[config.mk]
export PLATFORM = sky130hd
export DESIGN_NAME = simple_logic_result_accumulator
export DESIGN_NICKNAME = d
export VERILOG_FILES = /design/src/rtl/simple_logic_pkg.sv /design/src/rtl/simple_logic_result_accumulator_window_counter.sv /design/src/rtl/simple_logic_result_accumulator.sv
export SDC_FILE = /design/constraint.sdc
export NUM_CORES = 1
export LEC_CHECK = 0
export ABC_CLOCK_PERIOD_IN_PS = 2050
export CAP_MARGIN = 20
export CORE_UTILIZATION = 30
export CTS_CLUSTER_SIZE = 40
export DETAILED_ROUTE_END_ITERATION = 16
export HOLD_SLACK_MARGIN = 0.06
export PLACE_DENSITY = 0.55
export SYNTH_ARGS = -nofsm -noshare
export SYNTH_HDL_FRONTEND = slang
export SYNTH_HIERARCHICAL = 1
export SYNTH_SLANG_ARGS = --single-unit
[constraint.sdc]
create_clock -name clock -period 2.05 [get_ports clock]
set_input_delay 0.3075 -clock clock [delete_from_list [all_inputs] [get_ports clock]]
set_output_delay 0.3075 -clock clock [all_outputs]
set_load 0.005 [all_outputs]
[src/rtl/simple_logic_pkg.sv]
// Shared definitions for the simple-logic stage and its result accumulator:
// sample width, accumulator state encoding and a compile-time clog2.
package simple_logic_pkg;

  localparam int DATA_W = 8;

  typedef enum logic [1:0] {
    IDLE  = 2'd0,
    ACCUM = 2'd1,
    HOLD  = 2'd2
  } state_t;

  function automatic int clog2(input int value);
    int r;
    r = 0;
    for (int v = value - 1; v > 0; v = v >> 1) begin
      r = r + 1;
    end
    return r;
  endfunction

endpackage

[src/rtl/simple_logic_result_accumulator_window_counter.sv]
// Sample counter for one accumulation window: clears, counts accepted samples
// and flags the last slot so the window wraps back to zero on its final sample.
module window_counter
  import simple_logic_pkg::*;
#(
  parameter int WINDOW = 4,
  parameter int CNT_W  = clog2(WINDOW)
) (
  input  logic             clock,
  input  logic             reset,
  input  logic             clear,
  input  logic             inc,
  output logic [CNT_W-1:0] cnt,
  output logic             last
);

  logic [CNT_W-1:0] cnt_q;
  logic [CNT_W-1:0] cnt_d;

  assign last = (cnt_q == CNT_W'(WINDOW - 1));
  assign cnt  = cnt_q;

  always_comb begin
    cnt_d = cnt_q;
    if (clear) begin
      cnt_d = '0;
    end else if (inc) begin
      cnt_d = last ? '0 : cnt_q + CNT_W'(1);
    end
  end

  always_ff @(posedge clock or negedge reset) begin
    if (!reset) begin
      cnt_q <= '0;
    end else begin
      cnt_q <= cnt_d;
    end
  end

endmodule

[src/rtl/simple_logic_result_accumulator.sv]
// Collects WINDOW unsigned samples over valid/ready and holds their sum and
// truncated average until accepted. Define PEAK_TRACK_EN to add out_peak.
module simple_logic_result_accumulator
  import simple_logic_pkg::*;
#(
  parameter int DATA_W = simple_logic_pkg::DATA_W,
  parameter int WINDOW = 4,
  parameter int CNT_W  = clog2(WINDOW),
  parameter int SUM_W  = DATA_W + CNT_W
) (
  input  logic              clock,
  input  logic              reset,
  input  logic              in_valid,
  input  logic [DATA_W-1:0] in_data,
  output logic              in_ready,
  input  logic              flush,
  output logic              out_valid,
  input  logic              out_ready,
  output logic [SUM_W-1:0]  out_sum,
`ifdef PEAK_TRACK_EN
  output logic [DATA_W-1:0] out_peak,
`endif
  output logic [DATA_W-1:0] out_avg
);

  // Average is a plain truncating divide by the power-of-two window.
  function automatic logic [DATA_W-1:0] avg_trunc(input logic [SUM_W-1:0] s);
    return DATA_W'(s >> CNT_W);
  endfunction

`ifdef PEAK_TRACK_EN
  // Strict compare so ties keep the value already held.
  function automatic logic [DATA_W-1:0] peak_keep(input logic [DATA_W-1:0] cur,
                                                  input logic [DATA_W-1:0] cand);
    return (cand > cur) ? cand : cur;
  endfunction
`endif

  state_t            state_q, state_d;
  logic [SUM_W-1:0]  sum_p0_q, sum_p0_d;
  logic              vld_p1_q, vld_p1_d;
  logic [SUM_W-1:0]  out_sum_p1_q, out_sum_p1_d;
  logic [DATA_W-1:0] out_avg_p1_q, out_avg_p1_d;
`ifdef PEAK_TRACK_EN
  logic [DATA_W-1:0] peak_p0_q, peak_p0_d;
  logic [DATA_W-1:0] out_peak_p1_q, out_peak_p1_d;
`endif

  logic              accept;
  logic              take;
  logic              cnt_clear;
  logic              cnt_last;
  logic [CNT_W-1:0]  cnt;
  logic [SUM_W-1:0]  in_ext;
  logic [SUM_W-1:0]  sum_next;

  assign in_ready  = (state_q != HOLD);
  assign accept    = in_valid && in_ready;
  assign take      = accept && !flush;
  assign cnt_clear = flush && (state_q != HOLD);
  assign in_ext    = SUM_W'(in_data);
  assign sum_next  = sum_p0_q + in_ext;

  window_counter #(
    .WINDOW (WINDOW),
    .CNT_W  (CNT_W)
  ) u_window_counter (
    .clock (clock),
    .reset (reset),
    .clear (cnt_clear),
    .inc   (take),
    .cnt   (cnt),
    .last  (cnt_last)
  );

  // Stage p0: running window accumulation.
  always_comb begin
    state_d      = state_q;
    sum_p0_d     = sum_p0_q;
    vld_p1_d     = vld_p1_q;
    out_sum_p1_d = out_sum_p1_q;
    out_avg_p1_d = out_avg_p1_q;
`ifdef PEAK_TRACK_EN
    peak_p0_d     = peak_p0_q;
    out_peak_p1_d = out_peak_p1_q;
`endif
    case (state_q)
      IDLE: begin
        sum_p0_d = '0;
`ifdef PEAK_TRACK_EN
        peak_p0_d = '0;
`endif
        if (take) begin
          state_d  = ACCUM;
          sum_p0_d = in_ext;
`ifdef PEAK_TRACK_EN
          peak_p0_d = in_data;
`endif
        end
      end
      ACCUM: begin
        if (flush) begin
          state_d  = IDLE;
          sum_p0_d = '0;
`ifdef PEAK_TRACK_EN
          peak_p0_d = '0;
`endif
        end else if (take) begin
          if (cnt_last) begin
            // Stage p1: completed window result, held until downstream accepts.
            state_d      = HOLD;
            sum_p0_d     = '0;
            vld_p1_d     = 1'b1;
            out_sum_p1_d = sum_next;
            out_avg_p1_d = avg_trunc(sum_next);
`ifdef PEAK_TRACK_EN
            peak_p0_d     = '0;
            out_peak_p1_d = peak_keep(peak_p0_q, in_data);
`endif
          end else begin
            sum_p0_d = sum_next;
`ifdef PEAK_TRACK_EN
            peak_p0_d = peak_keep(peak_p0_q, in_data);
`endif
          end
        end
      end
      HOLD: begin
        if (vld_p1_q && out_ready) begin
          state_d  = IDLE;
          vld_p1_d = 1'b0;
        end
      end
      default: begin
        state_d  = IDLE;
        sum_p0_d = '0;
        vld_p1_d = 1'b0;
      end
    endcase
  end

  always_ff @(posedge clock or negedge reset) begin
    if (!reset) begin
      state_q      <= IDLE;
      sum_p0_q     <= '0;
      vld_p1_q     <= 1'b0;
      out_sum_p1_q <= '0;
      out_avg_p1_q <= '0;
`ifdef PEAK_TRACK_EN
      peak_p0_q     <= '0;
      out_peak_p1_q <= '0;
`endif
    end else begin
      state_q      <= state_d;
      sum_p0_q     <= sum_p0_d;
      vld_p1_q     <= vld_p1_d;
      out_sum_p1_q <= out_sum_p1_d;
      out_avg_p1_q <= out_avg_p1_d;
`ifdef PEAK_TRACK_EN
      peak_p0_q     <= peak_p0_d;
      out_peak_p1_q <= out_peak_p1_d;
`endif
    end
  end

  assign out_valid = vld_p1_q;
  assign out_sum   = out_sum_p1_q;
  assign out_avg   = out_avg_p1_q;
`ifdef PEAK_TRACK_EN
  assign out_peak  = out_peak_p1_q;
`endif

endmodule

==> results of run 1 <==
[sequential cells by signal, indices dropped and copies added, names as in the netlist]
register and count:
sum_p0_q 10, out_sum 9, state_q 2, u_window_counter/cnt 2
out_avg 1, out_valid 1
[repair_timing]
action / in CTS / in global routing
setup buffers: 3 / 0
hold endpoints to repair: 0 / 0
gates resized for setup: 3 / 4
pin swaps: 9 / 11
setup endpoints to repair: 7 / 11
[routing by layer]
metal	vias up	global-route usage (%)	routed length, um
li1	633	-	-
met3	4	1.90	112
met4	0	5.56	37
met5	-	0	0
met1	626	18.6	1680
met2	20	24.7	1790
[area by class of cell]
type / instances / area (um^2)
clock buffer: 3 / 41.3
clock inverter: 1 / 5.00
fill: 472 / 2720
inverter: 2 / 7.51
multi-input combinational: 106 / 848
sequential: 25 / 626
tap: 67 / 83.8
timing repair buffer: 59 / 522
[per-stage QoR]
| stage | hold WS (ps) | power, mW |
|---|---|---|
| after floorplan | 11.9 | 0.775 |
| after global placement | 485 | 0.934 |
| after detailed placement | 497 | 0.946 |
| after CTS | 398 | 1.27 |
| after global routing | 413 | 1.35 |
| final | 392 | 1.26 |
[cell usage in the layout (no fill, tap or decap), types with 4 or more instances in the layout]
cell type / synthesis / layout
nand2_1: 11 / 11
nand2b_1: 5 / 5
clkdlybuf4s50_1: 0 / 31
a21o_1: 4 / 4
a22oi_1: 5 / 5
dfrtp_1: 25 / 25
a21oi_1: 8 / 8
o21ai_0: 15 / 13
buf_4: 10 / 27
xor2_1: 5 / 5
ha_1: 9 / 8
o21ai_1: 5 / 7
[kinds of logic after synthesis]
kind of cell	Yosys count	synth area share [%]
compound gates	56	25.0
simple gates	28	12.3
flops	25	40.2
buf+inv	15	6.67
fa+ha+maj	10	8.52
xor+xnor	8	4.50
mux	4	2.81
[worst paths after layout]
check	start	to	slack, ps	cells past startpoint
max in group asynchronous	reset	out_avg[7]$_DFFE_PN0P_	1410	2
min	reset	out_sum[1]$_DFFE_PN0P_	390	2
max	sum_p0_q[0]$_DFFE_PN0P_	out_sum[8]$_DFFE_PN0P_	-40	7
max reg2reg	sum_p0_q[0]$_DFFE_PN0P_	out_sum[8]$_DFFE_PN0P_	-40	7
min reg2reg	out_sum[3]$_DFFE_PN0P_	out_sum[3]$_DFFE_PN0P_	510	2
min in group clock	out_sum[3]$_DFFE_PN0P_	out_sum[3]$_DFFE_PN0P_	510	2
[power by group through the flow]
stage | Combinational [mW] | Sequential, mW | Clock [mW]
2_1_floorplan | 0.223 | 0.552 | 0
3_3_place_gp | 0.379 | 0.555 | 0
3_5_place_dp | 0.390 | 0.557 | 0
4_1_cts | 0.407 | 0.547 | 0.319
5_1_grt | 0.462 | 0.552 | 0.339
6_report | 0.414 | 0.547 | 0.304
==> flow_summary.json, run 1 <==
{
  "synth_area_um2": 1560,
  "path_cells": "ha_2 > fa_2 > a21o_1 > a311o_1 > a221oi_4 > xnor2_1 > o21ai_2",
  "synth_fp_nets": 169,
  "p_comb_share_pct": 32.7,
  "clk_pin_slew_ps": 90,
  "clock_latency_ps": 270,
  "syn_inst": 146,
  "stdcell_count": 263,
  "synth_commonest_cells": "25 x dfrtp_1, 15 x o21ai_0, 11 x nand2_1",
  "setup_violations": 2,
  "fp.coreArea_um2": 4850,
  "power_frac_seq_pct": 43.2,
  "dp_slack_ps": -453,
  "row_count": 25,
  "critPathBufInv": 0,
  "hp-class": "in2async",
  "dp_cells": 256,
  "p_switching_uw": 387,
  "status": "complete, but fails checks",
  "grt_pass1_vias": 1333,
  "ios": 33,
  "placed_area_um2": 2050,
  "powerDensity_nw_per_um2": 593,
  "synth-async-reset-ratio_pct": 100,
  "drc": 0,
  "nets": 220,
  "start_kind": "flop",
  "setup_slack_ps": -42.3,
  "critical_path_class": "reg2reg",
  "slew_viol_final": 0,
  "design_area_um2": 2130,
  "synth_enable_flop_cells": 0,
  "cp_top_family": "compound AO/OA/AOI/OAI gates",
  "cts-buffers-inserted": 3,
  "clk_path_buf_depth": 2,
  "vias_per_cell": 4.88,
  "area_delta_synth_final_pct": 37.1,
  "synth_warnings": 6,
  "cts_root_buf": "clkbuf_8",
  "ys_types": 41,
  "power.leakage_nw": 0.960,
  "dieArea_um2": 5480,
  "antenna_found_initial": 0,
  "cp_data_arrival_time_ps": 2260,
  "cts_tree": "yes",
  "violations": "setup timing",
  "routedWlPerCell_um": 13.8,
  "grt_overflow": 0,
  "drtIter0Drc": 42,
  "drive_gt1_share_pct": 24.5,
  "first_pass_iters": 4,
  "yosysTopAreaCellShare_pct": 40.2,
  "drtAntennaViolNets": 0,
  "fin_skew_ps": 2.34,
  "end_kind": "flop",
  "port_buffers": 32,
  "h-tree-depth": 1,
  "fmax_mhz": 478,
  "final-hold-violation-count": 0,
  "yosys_register_bits": 25,
  "rsz0062_at_grt": "yes",
  "yosysMostFrequentCell": "dfrtp_1",
  "fin_setup_tns_ps": -52.0,
  "yosysSeqAreaShare_pct": 40.2,
  "holdBufCountCts": 0,
  "die_h_um": 74.0,
  "yosysTopAreaCell": "dfrtp_1",
  "avgSynthCellArea_um2": 10.7,
  "pwr-share-clk_pct": 24.0,
  "routed_wl_um": 3620,
  "grt_pass1_wl_um": 6040,
  "ir_worst_vdd_uv": 264,
  "track_usage_pct": 14.5,
  "slew_headroom_pct": 78.0,
  "grt_max_degree": 26,
  "cp.required_ps": 2220,
  "min_period_over_period_pct": 102,
  "tightest_slew_ps": 330,
  "clock_sinks": 25,
  "synth_area_leaders": "dfrtp_1 40%, ha_1 7.2%, buf_4 4.8%, o21ai_0 4.8%, nor4b_4 3.1%",
  "crit_path_max_incr_delay_ps": 410,
  "start_util_pct": 32.1,
  "synth-main-ff-cell": "dfrtp_1",
  "p_int_uw": 878,
  "die_w_um": 74.0,
  "diodes": 0,
  "switching_share_pct": 30.6,
  "vias": 1283,
  "gp_congestion": 0.826,
  "cp_max_fo": 3,
  "fin_util_pct": 44.0,
  "slowest_stage": "dfrtp_1",
  "period_needed_ps": 2090,
  "place_hpwl_um": 2760,
  "max_cap_viol_count": 0
}
Note: power is estimated with default switching activity, not from simulation.
==> run 2, diff against run 1 <==
--- a/config.mk
+++ b/config.mk
@@ -5,13 +5,13 @@
 export SDC_FILE = /design/constraint.sdc
 export NUM_CORES = 1
 export LEC_CHECK = 0
-export ABC_CLOCK_PERIOD_IN_PS = 2050
+export ABC_CLOCK_PERIOD_IN_PS = 2200
 export CAP_MARGIN = 20
 export CORE_UTILIZATION = 30
 export CTS_CLUSTER_SIZE = 40
 export DETAILED_ROUTE_END_ITERATION = 16
 export HOLD_SLACK_MARGIN = 0.06
-export PLACE_DENSITY = 0.55
+export PLACE_DENSITY = 0.53
 export SYNTH_ARGS = -nofsm -noshare
 export SYNTH_HDL_FRONTEND = slang
 export SYNTH_HIERARCHICAL = 1
==> constraint.sdc (replaced) <==
create_clock -name clock -period 2.2 [get_ports clock]
set_input_delay 0.33 -clock clock [delete_from_list [all_inputs] [get_ports clock]]
set_output_delay 0.33 -clock clock [all_outputs]
set_load 0.005 [all_outputs]
==> run 2 against run 1 <==
Effect of this change: the run now ends clean; register-to-register slack gained 80 ps; sequential cell count unchanged; clock-buffer cell count is the same; final cell count shrank 3.0%; final area shrank 2.8%; core utilization fell by 1.2 points; global-route usage fell by 0.73 points; maximum frequency decreased by 3.2%; worst setup slack gained 81 ps; critical path depth unchanged; critical endpoint is now sum_p0_q[8]$_DFFE_PN0P_; largest cell class unchanged.
==> flow_summary.json, run 2 (synthesized netlist as in run 1, its figures left out) <==
{
  "status": "complete, no violations",
  "diodes": 0,
  "met2RoutedLength_um": 1610,
  "min_period_over_period_pct": 98.2,
  "power.leakage_nw": 0.922,
  "fp.coreArea_um2": 4850,
  "gp_congestion": 0.818,
  "cp.required_ps": 2370,
  "setup_slack_ps": 39.1,
  "drtIter0Drc": 44,
  "routedWlPerCell_um": 13.4,
  "fmax_mhz": 463,
  "met1Wirelength_um": 1610,
  "setup_violations": 0,
  "top_register": "sum_p0_q",
  "top_layer_used": "met4",
  "clock_sinks": 25,
  "h-tree-depth": 1,
  "nets": 212,
  "grt_overflow": 0,
  "fillerInstances": 487,
  "cp_max_fo": 3,
  "antenna_found_initial": 0,
  "cts_tree": "yes",
  "final_cell_mix": "30 x clkdlybuf4s50_1, 25 x dfrtp_1, 19 x buf_4",
  "final_common_cell": "clkdlybuf4s50_1",
  "clk_path_buf_depth": 2,
  "dieArea_um2": 5480,
  "vias": 1272,
  "die_h_um": 74.0,
  "grt_pass1_vias": 1314,
  "fin_skew_ps": 8.33,
  "holdBufCountCts": 0,
  "start_util_pct": 32.1,
  "critical_path_class": "reg2reg",
  "clock_latency_ps": 270,
  "fin_setup_tns_ps": 0,
  "powerDensity_nw_per_um2": 551,
  "cp_data_arrival_time_ps": 2330,
  "start_kind": "flop",
  "slew_headroom_pct": 66.1,
  "cts_root_buf": "clkbuf_8",
  "drive_gt1_share_pct": 20.7,
  "die_w_um": 74.0,
  "largest_reg_flops": 10,
  "track_usage_pct": 13.8,
  "routed_wl_um": 3420,
  "place_hpwl_um": 2670,
  "final-hold-violation-count": 0,
  "end_kind": "flop",
  "rsz0062_at_grt": "yes",
  "cts-buffers-inserted": 3,
  "grt_max_degree": 26,
  "port_buffers": 32,
  "period_needed_ps": 2160,
  "hp-class": "in2async",
  "ir_worst_vdd_uv": 257,
  "drtAntennaViolNets": 0,
  "max_cap_viol_count": 0,
  "tightest_slew_ps": 509,
  "clk_pin_slew_ps": 100,
  "first_pass_iters": 6,
  "vias_per_cell": 4.99,
  "drc": 0,
  "grt_pass1_wl_um": 5820,
  "area_delta_synth_final_pct": 33.3,
  "slew_viol_final": 0,
  "ios": 33,
  "row_count": 25,
  "dp_slack_ps": -448,
  "wl_met3_um": 134
}
==> run 2: what timing repair did <==
| action | CTS | global route |
|---|---|---|
| pin swaps | 6 | 7 |
| resized for setup | 3 | 3 |
| setup buffers | 0 | 2 |
| setup endpoints to repair | 4 | 6 |
==> run 2: stage by stage <==
stage	power, mW	area (um^2)	hold slack, ps	instances	utilization, %
5_1_grt	1.22	2070	441	255	42.8
6_report	1.14	2070	422	255	42.8
3_5_place_dp	0.855	1990	500	249	41.1
3_3_place_gp	0.842	1990	486	249	41.1
4_1_cts	1.14	2040	441	253	42.2
2_1_floorplan	0.722	1560	34.4	146	-
==> run 2: cell type report <==
type,instances,area (um^2),share of cell area [%]
clock inverter,1,7.51,0.362
timing repair buffer,51,464,22.4
clock buffer,3,41.3,1.99
multi-input combinational,106,845,40.7
inverter,2,7.51,0.362
tap,67,83.8,4.04
sequential,25,626,30.2
==> run 2: per-layer routing <==
layer  up-vias  GRT usage [%]
met5         -              0
met4         0           5.34
met3         6           1.90
met2        34           23.5
met1       616           17.6
li1        616              -
==> run 2: critical path, cell delays in order, from the launching register on <==
cell      delay [ps]
dfrtp_1          400
ha_2             190
fa_2             340
a21o_1           210
a311o_1          400
a221oi_4         310
or3_1            160
o21ai_1           50
==> run 2: final timing paths <==
path / from / endpoint / slack (ps) / cells past startpoint
min: reset / out_sum[4]$_DFFE_PN0P_ / 420 / 2
max in group asynchronous: reset / u_window_counter/cnt[0]$_DFFE_PN0P_ / 1520 / 2
min reg2reg: out_sum[5]$_DFFE_PN0P_ / out_sum[5]$_DFFE_PN0P_ / 510 / 2
max: sum_p0_q[0]$_DFFE_PN0P_ / sum_p0_q[8]$_DFFE_PN0P_ / 40 / 7
max reg2reg: sum_p0_q[0]$_DFFE_PN0P_ / sum_p0_q[8]$_DFFE_PN0P_ / 40 / 7
min in group clock: out_sum[5]$_DFFE_PN0P_ / out_sum[5]$_DFFE_PN0P_ / 510 / 2
==> run 2: report_power, final <==
| group | internal, mW | switching (mW) | leakage, nW |
|---|---|---|---|
| sequential | 0.488 | 0.0264 | 0.340 |
| combinational | 0.178 | 0.165 | 0.560 |
| clock | 0.128 | 0.158 | 0.0217 |
==> run 3, diff against run 2 <==
--- a/config.mk
+++ b/config.mk
@@ -6,12 +6,14 @@
 export NUM_CORES = 1
 export LEC_CHECK = 0
 export ABC_CLOCK_PERIOD_IN_PS = 2200
-export CAP_MARGIN = 20
+export CAP_MARGIN = 25
+export CELL_PAD_IN_SITES_DETAIL_PLACEMENT = 2
+export CELL_PAD_IN_SITES_GLOBAL_PLACEMENT = 2
 export CORE_UTILIZATION = 30
 export CTS_CLUSTER_SIZE = 40
 export DETAILED_ROUTE_END_ITERATION = 16
 export HOLD_SLACK_MARGIN = 0.06
-export PLACE_DENSITY = 0.53
+export PLACE_DENSITY = 0.76
 export SYNTH_ARGS = -nofsm -noshare
 export SYNTH_HDL_FRONTEND = slang
 export SYNTH_HIERARCHICAL = 1
==> run 3 against run 2 <==
Effect of this change: the run now ends with setup timing left; worst setup slack lost 48 ps; final area grew 1.4%; register-to-register slack lost 50 ps; power grew 3.0%; first-iteration DRC count shrank 27%; non-clock buffer count grew 4; combinational power grew 8.2%; clock power grew 2%; critical endpoint is now out_sum[8]$_DFFE_PN0P_; largest cell class unchanged; largest power group unchanged.
==> flow_summary.json, run 3 (synthesized netlist as in run 1, its figures left out) <==
{
  "status": "complete, but fails checks",
  "violations": "setup timing",
  "grt_pass1_wl_um": 7290,
  "reg2reg_slack_ps": -9,
  "clock_latency_ps": 280,
  "clk_path_buf_depth": 2,
  "port_buffers": 32,
  "hp-class": "in2async",
  "diodes": 0,
  "drtIter0Drc": 32,
  "rr_endpoint": "out_sum[8]$_DFFE_PN0P_",
  "nets": 216,
  "min_period_over_period_pct": 100,
  "ios": 33,
  "path_cells": "ha_2 > fa_2 > a21o_1 > a311o_1 > a221oi_4 > xnor2_1 > o21ai_2",
  "gp_congestion": 0.821,
  "largest_reg_flops": 10,
  "power.leakage_nw": 0.944,
  "place_hpwl_um": 3310,
  "cp.depth": 7,
  "power_mw": 1.18,
  "critPathBufInv": 0,
  "routedWlPerCell_um": 17.1,
  "rsz0062_at_grt": "yes",
  "cts_root_buf": "clkbuf_8",
  "critPathLaunch": "sum_p0_q[0]$_DFFE_PN0P_",
  "top_register": "sum_p0_q",
  "crit_path_max_incr_delay_ps": 410,
  "drc": 0,
  "fmax_mhz": 453,
  "fin_util_pct": 43.4,
  "first_pass_iters": 4,
  "die_w_um": 74.0,
  "cp_top_family": "compound AO/OA/AOI/OAI gates",
  "final-hold-violation-count": 0,
  "drive_gt1_share_pct": 22.4,
  "clk_pin_slew_ps": 100,
  "cp_max_fo": 3,
  "reg2reg_from": "sum_p0_q[0]$_DFFE_PN0P_",
  "setup_slack_ps": -8.88,
  "critical_path_class": "reg2reg",
  "fin_skew_ps": 7.40,
  "vias_per_cell": 5.05,
  "slew_viol_final": 0,
  "grt_overflow": 0,
  "fp.coreArea_um2": 4850,
  "slew_headroom_pct": 63.4,
  "dieArea_um2": 5480,
  "vias": 1308,
  "area_delta_synth_final_pct": 35.1,
  "ir_worst_vdd_uv": 320,
  "slowest_stage": "a311o_1",
  "cp.required_ps": 2370,
  "start_util_pct": 32.1,
  "max_cap_viol_count": 0,
  "track_usage_pct": 17.5,
  "antenna_found_initial": 0,
  "powerDensity_nw_per_um2": 560,
  "routed_wl_um": 4420,
  "cp_data_arrival_time_ps": 2380,
  "cts-buffers-inserted": 3,
  "grt_max_degree": 26,
  "tightest_slew_ps": 549,
  "die_h_um": 74.0,
  "h-tree-depth": 1,
  "cts_tree": "yes",
  "final_common_cell": "clkdlybuf4s50_1",
  "row_count": 25,
  "final_cell_mix": "30 x clkdlybuf4s50_1, 25 x dfrtp_1, 23 x buf_4",
  "drtAntennaViolNets": 0,
  "setup_violations": 1,
  "grt_pass1_vias": 1382,
  "period_needed_ps": 2210,
  "reg2reg_depth": 7,
  "end_kind": "flop",
  "crit_path_end": "out_sum[8]$_DFFE_PN0P_",
  "clock_sinks": 25,
  "start_kind": "flop"
}
-- run 3: layer usage --
layer / GRT usage (%) / up-vias / wire length (um)
li1: - / 621 / -
met2: 31.9 / 28 / 2290
met4: 4.70 / 0 / 72
met3: 2.17 / 8 / 124
met5: 0 / - / 0
met1: 21.7 / 651 / 1930
-- run 3: what timing repair did --
item	in CTS	in global routing
gates resized for setup	3	4
hold endpoints to repair	0	0
buffers inserted	2	3
setup endpoints to repair	4	5
pin swaps	6	6
hold buffers	0	0
-- run 3: worst min path at each step --
stage	endpoint	slack [ps]	cells past startpoint
4_1_cts	out_sum[4]$_DFFE_PN0P_	440	2
5_1_grt	out_sum[4]$_DFFE_PN0P_	450	2
6_report	out_sum[4]$_DFFE_PN0P_	430	2
2_1_floorplan	out_avg[7]$_DFFE_PN0P_	30	0
3_3_place_gp	out_sum[3]$_DFFE_PN0P_	480	2
3_5_place_dp	out_sum[0]$_DFFE_PN0P_	500	1
-- run 3: area by class of cell --
| cell class | instances | area [um^2] |
|---|---|---|
| Inverter | 2 | 7.51 |
| Timing Repair Buffer | 55 | 494 |
| Fill cell | 516 | 2750 |
| Clock buffer | 4 | 45.0 |
| Multi-Input combinational cell | 106 | 847 |
| Sequential cell | 25 | 626 |
| Tap cell | 67 | 83.8 |
-- run 3: where the power goes --
group	internal [mW]	switching, mW
clock network	0.130	0.162
registers	0.488	0.0265
logic	0.191	0.180
-- run 3: metrics by stage --
stage / setup TNS (ps) / hold WS (ps) / instance area [um^2] / setup slack (ps) / std cells
detailed placement: -3110 / 502 / 2000 / -535 / 250
finish: -8.88 / 429 / 2100 / -8.88 / 259
global route: -301 / 446 / 2100 / -92.1 / 259
CTS: -97.3 / 440 / 2060 / -55.9 / 256
global placement: -2040 / 485 / 2000 / -440 / 250
floorplan: 0 / 34.4 / 1560 / 49.2 / 146
